==> config.mk <==
export PLATFORM = sky130hd
export DESIGN_NAME = plot_sink
export DESIGN_NICKNAME = d
export VERILOG_FILES = /design/src/rtl/plot_sink.sv
export SDC_FILE = /design/constraint.sdc
export NUM_CORES = 1
export LEC_CHECK = 0
export CAP_MARGIN = 20
export CELL_PAD_IN_SITES_DETAIL_PLACEMENT = 1
export CELL_PAD_IN_SITES_GLOBAL_PLACEMENT = 2
export CORE_ASPECT_RATIO = 1.1
export CORE_MARGIN = 1
export CORE_UTILIZATION = 41
export CTS_CLUSTER_DIAMETER = 80
export DETAILED_ROUTE_END_ITERATION = 12
export PLACE_DENSITY_LB_ADDON = 0.25
export SYNTH_ARGS = -nofsm -noshare
export SYNTH_HDL_FRONTEND = slang
export SYNTH_SLANG_ARGS = --single-unit
==> constraint.sdc <==
create_clock -name clk -period 3.88 [get_ports clk]
set_input_delay 0.388 -clock clk [delete_from_list [all_inputs] [get_ports clk]]
set_output_delay 0.388 -clock clk [all_outputs]
set_load 0.01 [all_outputs]
==> src/rtl/plot_sink.sv <==
// rtl/plot_sink.sv - pixel-plot FIFO sink with linear addressing, framebuffer clear sweep and optional stats (PLOT_SINK_STATS_EN)
module plot_sink #(
    parameter int FIFO_DEPTH = 8,
    parameter int COLOUR_W   = 3
) (
    input  logic                clk,
    input  logic                rst,
    input  logic [7:0]          plot_x,
    input  logic [6:0]          plot_y,
    input  logic [COLOUR_W-1:0] plot_colour,
    input  logic                plot,
    output logic                plot_ready,
    input  logic                clear_start,
    input  logic [COLOUR_W-1:0] clear_colour,
    output logic                clear_busy,
    output logic                clear_done,
    output logic                mem_wr,
    output logic [14:0]         mem_addr,
    output logic [COLOUR_W-1:0] mem_wdata,
    input  logic                mem_grant,
    output logic                overflow,
    output logic [15:0]         pix_count,
    output logic [15:0]         drop_count
);
    localparam int AW = (FIFO_DEPTH > 1) ? $clog2(FIFO_DEPTH) : 1;
    localparam int EW = 15 + COLOUR_W;
    localparam logic [AW:0] DEPTH_C   = (AW+1)'(FIFO_DEPTH);
    localparam logic [14:0] LAST_ADDR = 15'd19199;

    typedef enum logic [1:0] {IDLE, DRAIN, CLEAR} state_t;

    state_t              state, state_nxt;
    logic [EW-1:0]       fifo_mem [FIFO_DEPTH];
    logic [AW-1:0]       wr_ptr, rd_ptr;
    logic [AW:0]         count, count_nxt;
    logic [14:0]         clear_addr;
    logic [COLOUR_W-1:0] clear_col;
    logic [14:0]         pix_addr;
    logic                in_bounds, full, empty, push, pop;
    logic                clear_accept, clear_last, ovf_drop;

    // y*160 + x as two shifts and an add; fits in 15 bits for in-bounds pixels
    assign pix_addr     = {1'b0, plot_y, 7'b0} + {3'b0, plot_y, 5'b0} + {7'b0, plot_x};
    assign in_bounds    = (plot_x < 8'd160) && (plot_y < 7'd120);
    assign full         = (count == DEPTH_C);
    assign empty        = (count == '0);
    assign plot_ready   = !full && !clear_busy;
    assign push         = plot && in_bounds && plot_ready;
    assign pop          = (state != CLEAR) && !empty && mem_grant;
    assign clear_accept = clear_start && !clear_busy;
    assign clear_last   = (state == CLEAR) && mem_grant && (clear_addr == LAST_ADDR);
    assign ovf_drop     = plot && in_bounds && full && !clear_busy;

    // occupancy after this cycle's push/pop; a simultaneous push and pop cancel
    always_comb begin
        count_nxt = count;
        case ({push, pop})
            2'b10:   count_nxt = count + 1'b1;
            2'b01:   count_nxt = count - 1'b1;
            default: count_nxt = count;
        endcase
    end

    // next state: a pending clear waits until the FIFO has fully drained
    always_comb begin
        state_nxt = state;
        case (state)
            IDLE, DRAIN: begin
                if (clear_busy && count_nxt == '0)
                    state_nxt = CLEAR;
                else if (count_nxt != '0)
                    state_nxt = DRAIN;
                else
                    state_nxt = IDLE;
            end
            CLEAR:   if (clear_last) state_nxt = IDLE;
            default: state_nxt = IDLE;
        endcase
    end

    // write port: sweep address while clearing, otherwise the FIFO head
    always_comb begin
        mem_wr    = 1'b0;
        mem_addr  = '0;
        mem_wdata = '0;
        if (state == CLEAR) begin
            mem_wr    = 1'b1;
            mem_addr  = clear_addr;
            mem_wdata = clear_col;
        end else if (!empty) begin
            mem_wr    = 1'b1;
            mem_addr  = fifo_mem[rd_ptr][EW-1:COLOUR_W];
            mem_wdata = fifo_mem[rd_ptr][COLOUR_W-1:0];
        end
    end

    // FIFO payload storage; validity is tracked by count, so no reset needed
    always_ff @(posedge clk) begin
        if (push)
            fifo_mem[wr_ptr] <= {pix_addr, plot_colour};
    end

    // control state, pointers, clear sweep and sticky overflow
    always_ff @(posedge clk or posedge rst) begin
        if (rst) begin
            state      <= IDLE;
            wr_ptr     <= '0;
            rd_ptr     <= '0;
            count      <= '0;
            clear_busy <= 1'b0;
            clear_done <= 1'b0;
            clear_addr <= '0;
            clear_col  <= '0;
            overflow   <= 1'b0;
        end else begin
            state      <= state_nxt;
            count      <= count_nxt;
            clear_done <= clear_last;
            if (push) wr_ptr <= wr_ptr + 1'b1;
            if (pop)  rd_ptr <= rd_ptr + 1'b1;
            if (clear_accept) begin
                clear_busy <= 1'b1;
                clear_col  <= clear_colour;
            end else if (clear_last) begin
                clear_busy <= 1'b0;
            end
            if (clear_last)
                clear_addr <= '0;
            else if (state == CLEAR && mem_grant)
                clear_addr <= clear_addr + 1'b1;
            if (clear_accept)
                overflow <= 1'b0;
            else if (ovf_drop)
                overflow <= 1'b1;
        end
    end

`ifdef PLOT_SINK_STATS_EN
    logic [15:0] pix_q, drop_q;
    logic        drop_evt;

    assign drop_evt = plot && (!in_bounds || (full && !clear_busy));

    // saturating statistics, zeroed by each accepted clear
    always_ff @(posedge clk or posedge rst) begin
        if (rst) begin
            pix_q  <= '0;
            drop_q <= '0;
        end else if (clear_accept) begin
            pix_q  <= '0;
            drop_q <= '0;
        end else begin
            if (pop && pix_q != 16'hFFFF)       pix_q  <= pix_q + 16'd1;
            if (drop_evt && drop_q != 16'hFFFF) drop_q <= drop_q + 16'd1;
        end
    end

    assign pix_count  = pix_q;
    assign drop_count = drop_q;
`else
    assign pix_count  = '0;
    assign drop_count = '0;
`endif
endmodule

==> run summary, run 1 <==
status = finished, final reports clean
gr usage total = 0.181
Worst-Skew Late Latency = 0.43 ns
critical path type = reg -> out
unrepaired setup endpoints after global routing = no
clk root buf = clkbuf_16
routability cong. = 0.777
Synth Warn # = 0
crit-path cells = buf_12, mux4_2, mux2i_1, o21ai_0, clkdlybuf4s50_1
Seq/Total Area, Yosys = 0.649
HP Class = reg -> reg
initial antenna violation count = 0
die height = 148 um
layout cell share with drive strength beyond 1 = 0.169
Worst Tran Pin Value = 0.938 ns
Tmin final = 3.10 ns
TNS Setup = 0 ns
Resized Gates After CTS = 0
Critical Path AT = 2.71 ns
delay-heaviest family, CP = multiplexers
Post-synth EDFFs = 144
initial drt markers = 185
Leakage = 0.00328 uW
asr flop ratio synth = 0.186
post-CTS setup buffers = 0
post-synth cell types = 55
DP Wirelength = 11100 um
fmax = 0.323 GHz
Mapped Cells = 499
vias = 4303
clock sink count = 177
pin count of the biggest net entering global routing = 39
Vias/cell = 5.27
CTS Buf Count = 17
Primary FF master, synth = edfxtp_1
PD cells = 623 nW/um^2
I/O pin count = 81
crit-path max cell delay = 0.52 ns
final-report hold violation count = 0
Relative slew margins = 0.374
first-pass iteration count of the detailed router = 5
TritonCTS clock tree = done
cell type with the largest total area after synthesis = edfxtp_1
non-filler cells, final = 817
top cell type's share of synthesized area = 0.545
per-cell routed wire length = 20.6 um
worst vdd ir = 0.348 mV
Final period util = 0.798
Max Cap Violations = 0
Net count, final = 608
largest cells by area after synthesis = edfxtp_1 (55%), dfrtp_1 (10%), mux4_2 (10%)
Layout area overhead = 16.0%
die area = 19900 sq um
Slew Viols, Final = 0
setup slack, reg-to-reg = 0.89 ns
GRT overflow = 0
Initial Util = 0.425
Placed Cells = 785
clk_skew = 0.00989 ns
core area = 18700 sq um
H-tree depth = 4
vias in the first global route = 4409
Yosys reg bits = 177
DRC violation count after routing = 0
final total power = 5730 uW
worst-path cell with the longest stage delay = mux4_2
antenna viol nets, final = 0
endpoints failing setup = 0
Worst-path clk slew = 0.07 ns
global-route wire length before repair = 26200 um
peak fanout along the critical path = 23
I/O Buffers = 48
Mapped Avg Cell Area = 15.9 sq um
chip width = 135 um
Post-Syn Area = 7930 sq um
Inserted Diodes = 0
Critical Path RT = 3.49 ns
CP Capture Type = primary output
Buf+Inv Stages, Crit Path = 2
maximum clock path buffer count = 2
hold_buf cts = 0
Routed WL = 16800 um
Startpoint Class = flop
# rows = 52
## final timing paths
path                                  startpoint                   endpoint  depth (start not counted)
setup / recovery           rd_ptr[0]$_DFFE_PP0P_               mem_addr[12]                          5
hold / removal              state[1]$_DFFE_PP0P_       state[0]$_DFFE_PP0P_                          1
setup reg to reg              count[0]$_DFF_PP0_       state[1]$_DFFE_PP0P_                         10
hold reg to reg             state[1]$_DFFE_PP0P_       state[0]$_DFFE_PP0P_                          1
max in group asynchronous                    rst  clear_addr[2]$_DFFE_PP0P_                          3
min in group asynchronous                    rst         count[3]$_DFF_PP0_                          2
## stage by stage
stage | instance area (sq um) | hold WS [ns] | utilization | worst slack, ns
after floorplan | 8050 | 0.430 | - | 0.949
after global placement | 8630 | 0.450 | 0.462 | 0.783
after detailed placement | 8630 | 0.453 | 0.462 | 0.659
after CTS | 9200 | 0.460 | 0.493 | 0.752
after global routing | 9200 | 0.493 | 0.493 | 0.665
final | 9200 | 0.454 | 0.493 | 0.785
## registers in the layout (all words and copies together) (netlist names)
name / flops
clear_col: 3
rd_ptr: 3
wr_ptr: 3
clear_addr: 15
count: 4
fifo_mem: 144
state: 2
clear_busy: 1
overflow: 1
clear_done: 1
## cell type report
type | count | area [sq um]
Clock buffer | 18 | 429
Clock inverter | 14 | 143
Fill cell | 1821 | 9470
Inverter | 11 | 41.3
Multi-Input combinational cell | 291 | 2530
Sequential cell | 177 | 5150
Tap cell | 243 | 304
Timing Repair Buffer | 63 | 606
## where the power goes
| group | switching (uW) | internal [uW] | total, uW |
|---|---|---|---|
| sequential | 82.9 | 2160 | 2250 |
| combinational | 892 | 928 | 1820 |
| clock | 754 | 908 | 1660 |
| total | 1730 | 4000 | 5730 |
## metal layers
layer / routed length [um] / track usage / share of wire
met1: 7490 / 0.235 / 0.44
met2: 8710 / 0.306 / 0.52
met3: 420 / 0.0322 / 0.025
met4: 216 / 0.0635 / 0.013
met5: 0 / 0 / 0
## cell usage after synthesis, drive strengths merged (2+ instances only)
master	n
mux4	36
nand4b	2
nand4	5
a211oi	2
dfrtp	33
xor2	7
xnor2	14
buf	46
clkbuf	5
and2b	2
o21ai	23
fa	2
a21oi	9
mux2i	18
edfxtp	144
o21a	2
or4	4
o22ai	3
nor4b	2
nor3b	2
nand2	26
inv	11
or2	3
mux2	7
nor2b	4
nor2	22
nand3	8
o31ai	2
ha	19
o31a	2
nand2b	7
nor4	4
a21o	2
and3	3
nor3	6
## cells in the final DEF, fill, tap and decap left out, types with 3 or more instances in the layout
cell type / synthesis / final
buf_4: 34 / 14
inv_6: 0 / 6
nor2b_1: 4 / 4
o21ai_0: 23 / 23
xnor2_1: 14 / 14
or4_1: 3 / 3
nor3_1: 6 / 4
nand3_1: 8 / 8
nor2_1: 22 / 22
ha_1: 19 / 19
clkbuf_16: 0 / 17
nand2_1: 26 / 26
o22ai_1: 3 / 3
mux2_2: 7 / 7
edfxtp_1: 144 / 144
xor2_1: 7 / 7
and3_1: 3 / 3
mux4_2: 36 / 36
inv_8: 0 / 3
clkdlybuf4s50_1: 0 / 48
dfrtp_1: 33 / 32
a21oi_1: 9 / 9
conb_1: 1 / 32
nor4_1: 4 / 4
nand4_1: 4 / 4
mux2i_1: 18 / 18
inv_1: 11 / 11
nand2b_1: 7 / 7
## cell families after synthesis
kind of cell             Yosys count  synth area share
AO/OA/AOI/OAI                     52            0.0398
XOR/XNOR                          21            0.0232
adder cells (fa/ha/maj)           21            0.0350
buffers and inverters             62            0.0478
flip-flops                       177             0.649
multiplexers                      61             0.135
other                              1          0.000473
AND/OR/NAND/NOR                  104            0.0694
Power figures use the tool's default switching activity.
==> run 2, diff against run 1 <==
==> constraint.sdc (replaced) <==
create_clock -name clk -period 2.9 [get_ports clk]
set_input_delay 0.29 -clock clk [delete_from_list [all_inputs] [get_ports clk]]
set_output_delay 0.29 -clock clk [all_outputs]
set_load 0.01 [all_outputs]
==> run 2 against run 1 <==
Effect of this change:
- sequential cell count unchanged
- combinational power up 47%
- clock skew down 0.0033 ns
- sequential share of layout area down 1.6 points
- worst setup slack worse by 0.71 ns
- largest power group unchanged
- die area unchanged
==> run summary, run 2 (same netlist as run 1, synthesis figures left out) <==
status = finished, final reports clean
CP Capture Type = primary output
clk_skew = 0.00659 ns
die height = 148 um
clock sink count = 177
HP Class = in -> async
biggest regs = fifo_mem x144, clear_addr x15, count x4
first-pass iteration count of the detailed router = 4
I/O Buffers = 48
Relative slew margins = 0.502
layout cell share with drive strength beyond 1 = 0.203
Worst Tran Pin Value = 0.742 ns
PD cells = 836 nW/um^2
initial antenna violation count = 0
maximum clock path buffer count = 2
global-route wire length before repair = 27100 um
gr usage total = 0.187
vias = 4365
Startpoint Class = flop
chip width = 135 um
worst vdd ir = 0.409 mV
Tmin final = 2.82 ns
most frequent cells in the layout = edfxtp_1 (144), clkdlybuf4s50_1 (48), mux4_2 (36)
# rows = 52
DP Wirelength = 11700 um
Layout area overhead = 19.5%
most common cell after layout, fill and taps aside = edfxtp_1
final total power = 7930 uW
Inserted Diodes = 0
critical path type = reg -> out
final core utilization = 0.508
clk root buf = clkbuf_16
H-tree depth = 4
Max Cap Violations = 0
TritonCTS clock tree = done
core area = 18700 sq um
Worst-Skew Late Latency = 0.43 ns
fmax = 0.354 GHz
pin count of the biggest net entering global routing = 39
CTS Buf Count = 17
Routed WL = 17400 um
peak fanout along the critical path = 21
Leakage = 0.00337 uW
Vias/cell = 5.24
Net count, final = 624
Critical Path RT = 2.61 ns
Placed Cells = 801
initial drt markers = 200
number of fill cells = 1784
antenna viol nets, final = 0
Hold Slack = 0.261 ns
Slew Viols, Final = 0
vias in the first global route = 4767
Final period util = 0.974
TNS Setup = 0 ns
Seq. cell area = 5150 sq um
endpoints failing setup = 0
Critical Path AT = 2.53 ns
non-filler cells, final = 833
max reg flops = 144
unrepaired setup endpoints after global routing = no
Initial Util = 0.425
routability cong. = 0.756
Worst-path clk slew = 0.07 ns
Multi-input gate area = 2550 sq um
final-report hold violation count = 0
I/O pin count = 81
Most flops, register = fifo_mem
DRC violation count after routing = 0
die area = 19900 sq um
GRT overflow = 0
per-cell routed wire length = 20.9 um
## run 2: cell types whose count changed in the layout (fill, tap and decap cells not counted), sizes merged
cell	previous run	this run
inv	20	19
clkbuf	18	17
clkinv	3	2
clkinvlp	1	4
buf	15	31
## run 2: path summary, 6_finish.rpt
kind / startpoint / endpoint / slack (ns) / cells after the start
setup / recovery: rd_ptr[0]$_DFFE_PP0P_ / mem_addr[3] / 0.08 / 5
hold / removal: rst / count[0]$_DFF_PP0_ / 0.26 / 3
setup reg to reg: count[0]$_DFF_PP0_ / state[1]$_DFFE_PP0P_ / 0.23 / 12
hold reg to reg: state[1]$_DFFE_PP0P_ / state[0]$_DFFE_PP0P_ / 0.48 / 1
max in group asynchronous: rst / rd_ptr[0]$_DFFE_PP0P_ / 2.28 / 3
min in group clk: state[1]$_DFFE_PP0P_ / state[0]$_DFFE_PP0P_ / 0.48 / 1
## run 2: worst max-delay path, stage by stage (launching register included)
cell	delay, ns
dfrtp_2	0.41
buf_12	0.21
mux4_2	0.53
mux2i_2	0.27
o21ai_0	0.16
clkdlybuf4s50_1	0.50
## run 2: report_power, final
part / switching (uW) / internal [uW] / leakage (uW)
combinational: 1290 / 1380 / 0.00138
sequential: 79.1 / 2890 / 0.00171
clock: 1060 / 1230 / 0.000279
## run 2: per-layer routing
metal	GRT usage	wire, um
met1	0.233	7360
met2	0.328	9200
met3	0.0353	683
met4	0.0607	148
met5	0	0
## run 2: layout make-up
cell class              count  area share
flip-flops and latches    177       0.543
multi-input cells         291       0.269
repair buffers             79      0.0884
clock buffers              17      0.0449
well taps                 243      0.0321
clock inverters            15      0.0177
inverters                  11     0.00436
## run 2: what timing repair did
action / 4_1_cts / 5_1_grt
gates resized for setup: 3 / 5
endpoints found under the setup margin: 6 / 5
hold buffers: 0 / 0
buffers inserted: 0 / 0
gates cloned: 0 / 0
## run 2: metrics by stage
| step | worst slack (ns) | area [sq um] |
|---|---|---|
| after detailed placement | -0.0578 | 8860 |
| after global routing | 0.00237 | 9480 |
| after floorplan | 0.0797 | 8050 |
| final | 0.0752 | 9480 |
| after CTS | 0.0136 | 9460 |
| after global placement | 0.0232 | 8860 |
==> run 3, diff against run 2 <==
--- a/config.mk
+++ b/config.mk
@@ -12,8 +12,10 @@
 export CORE_MARGIN = 1
 export CORE_UTILIZATION = 41
 export CTS_CLUSTER_DIAMETER = 80
+export CTS_CLUSTER_SIZE = 8
 export DETAILED_ROUTE_END_ITERATION = 12
 export PLACE_DENSITY_LB_ADDON = 0.25
+export SLEW_MARGIN = 5
 export SYNTH_ARGS = -nofsm -noshare
 export SYNTH_HDL_FRONTEND = slang
 export SYNTH_SLANG_ARGS = --single-unit
==> results of run 3 <==
No change in the layout: final DEF, timing and power equal those of run 2.
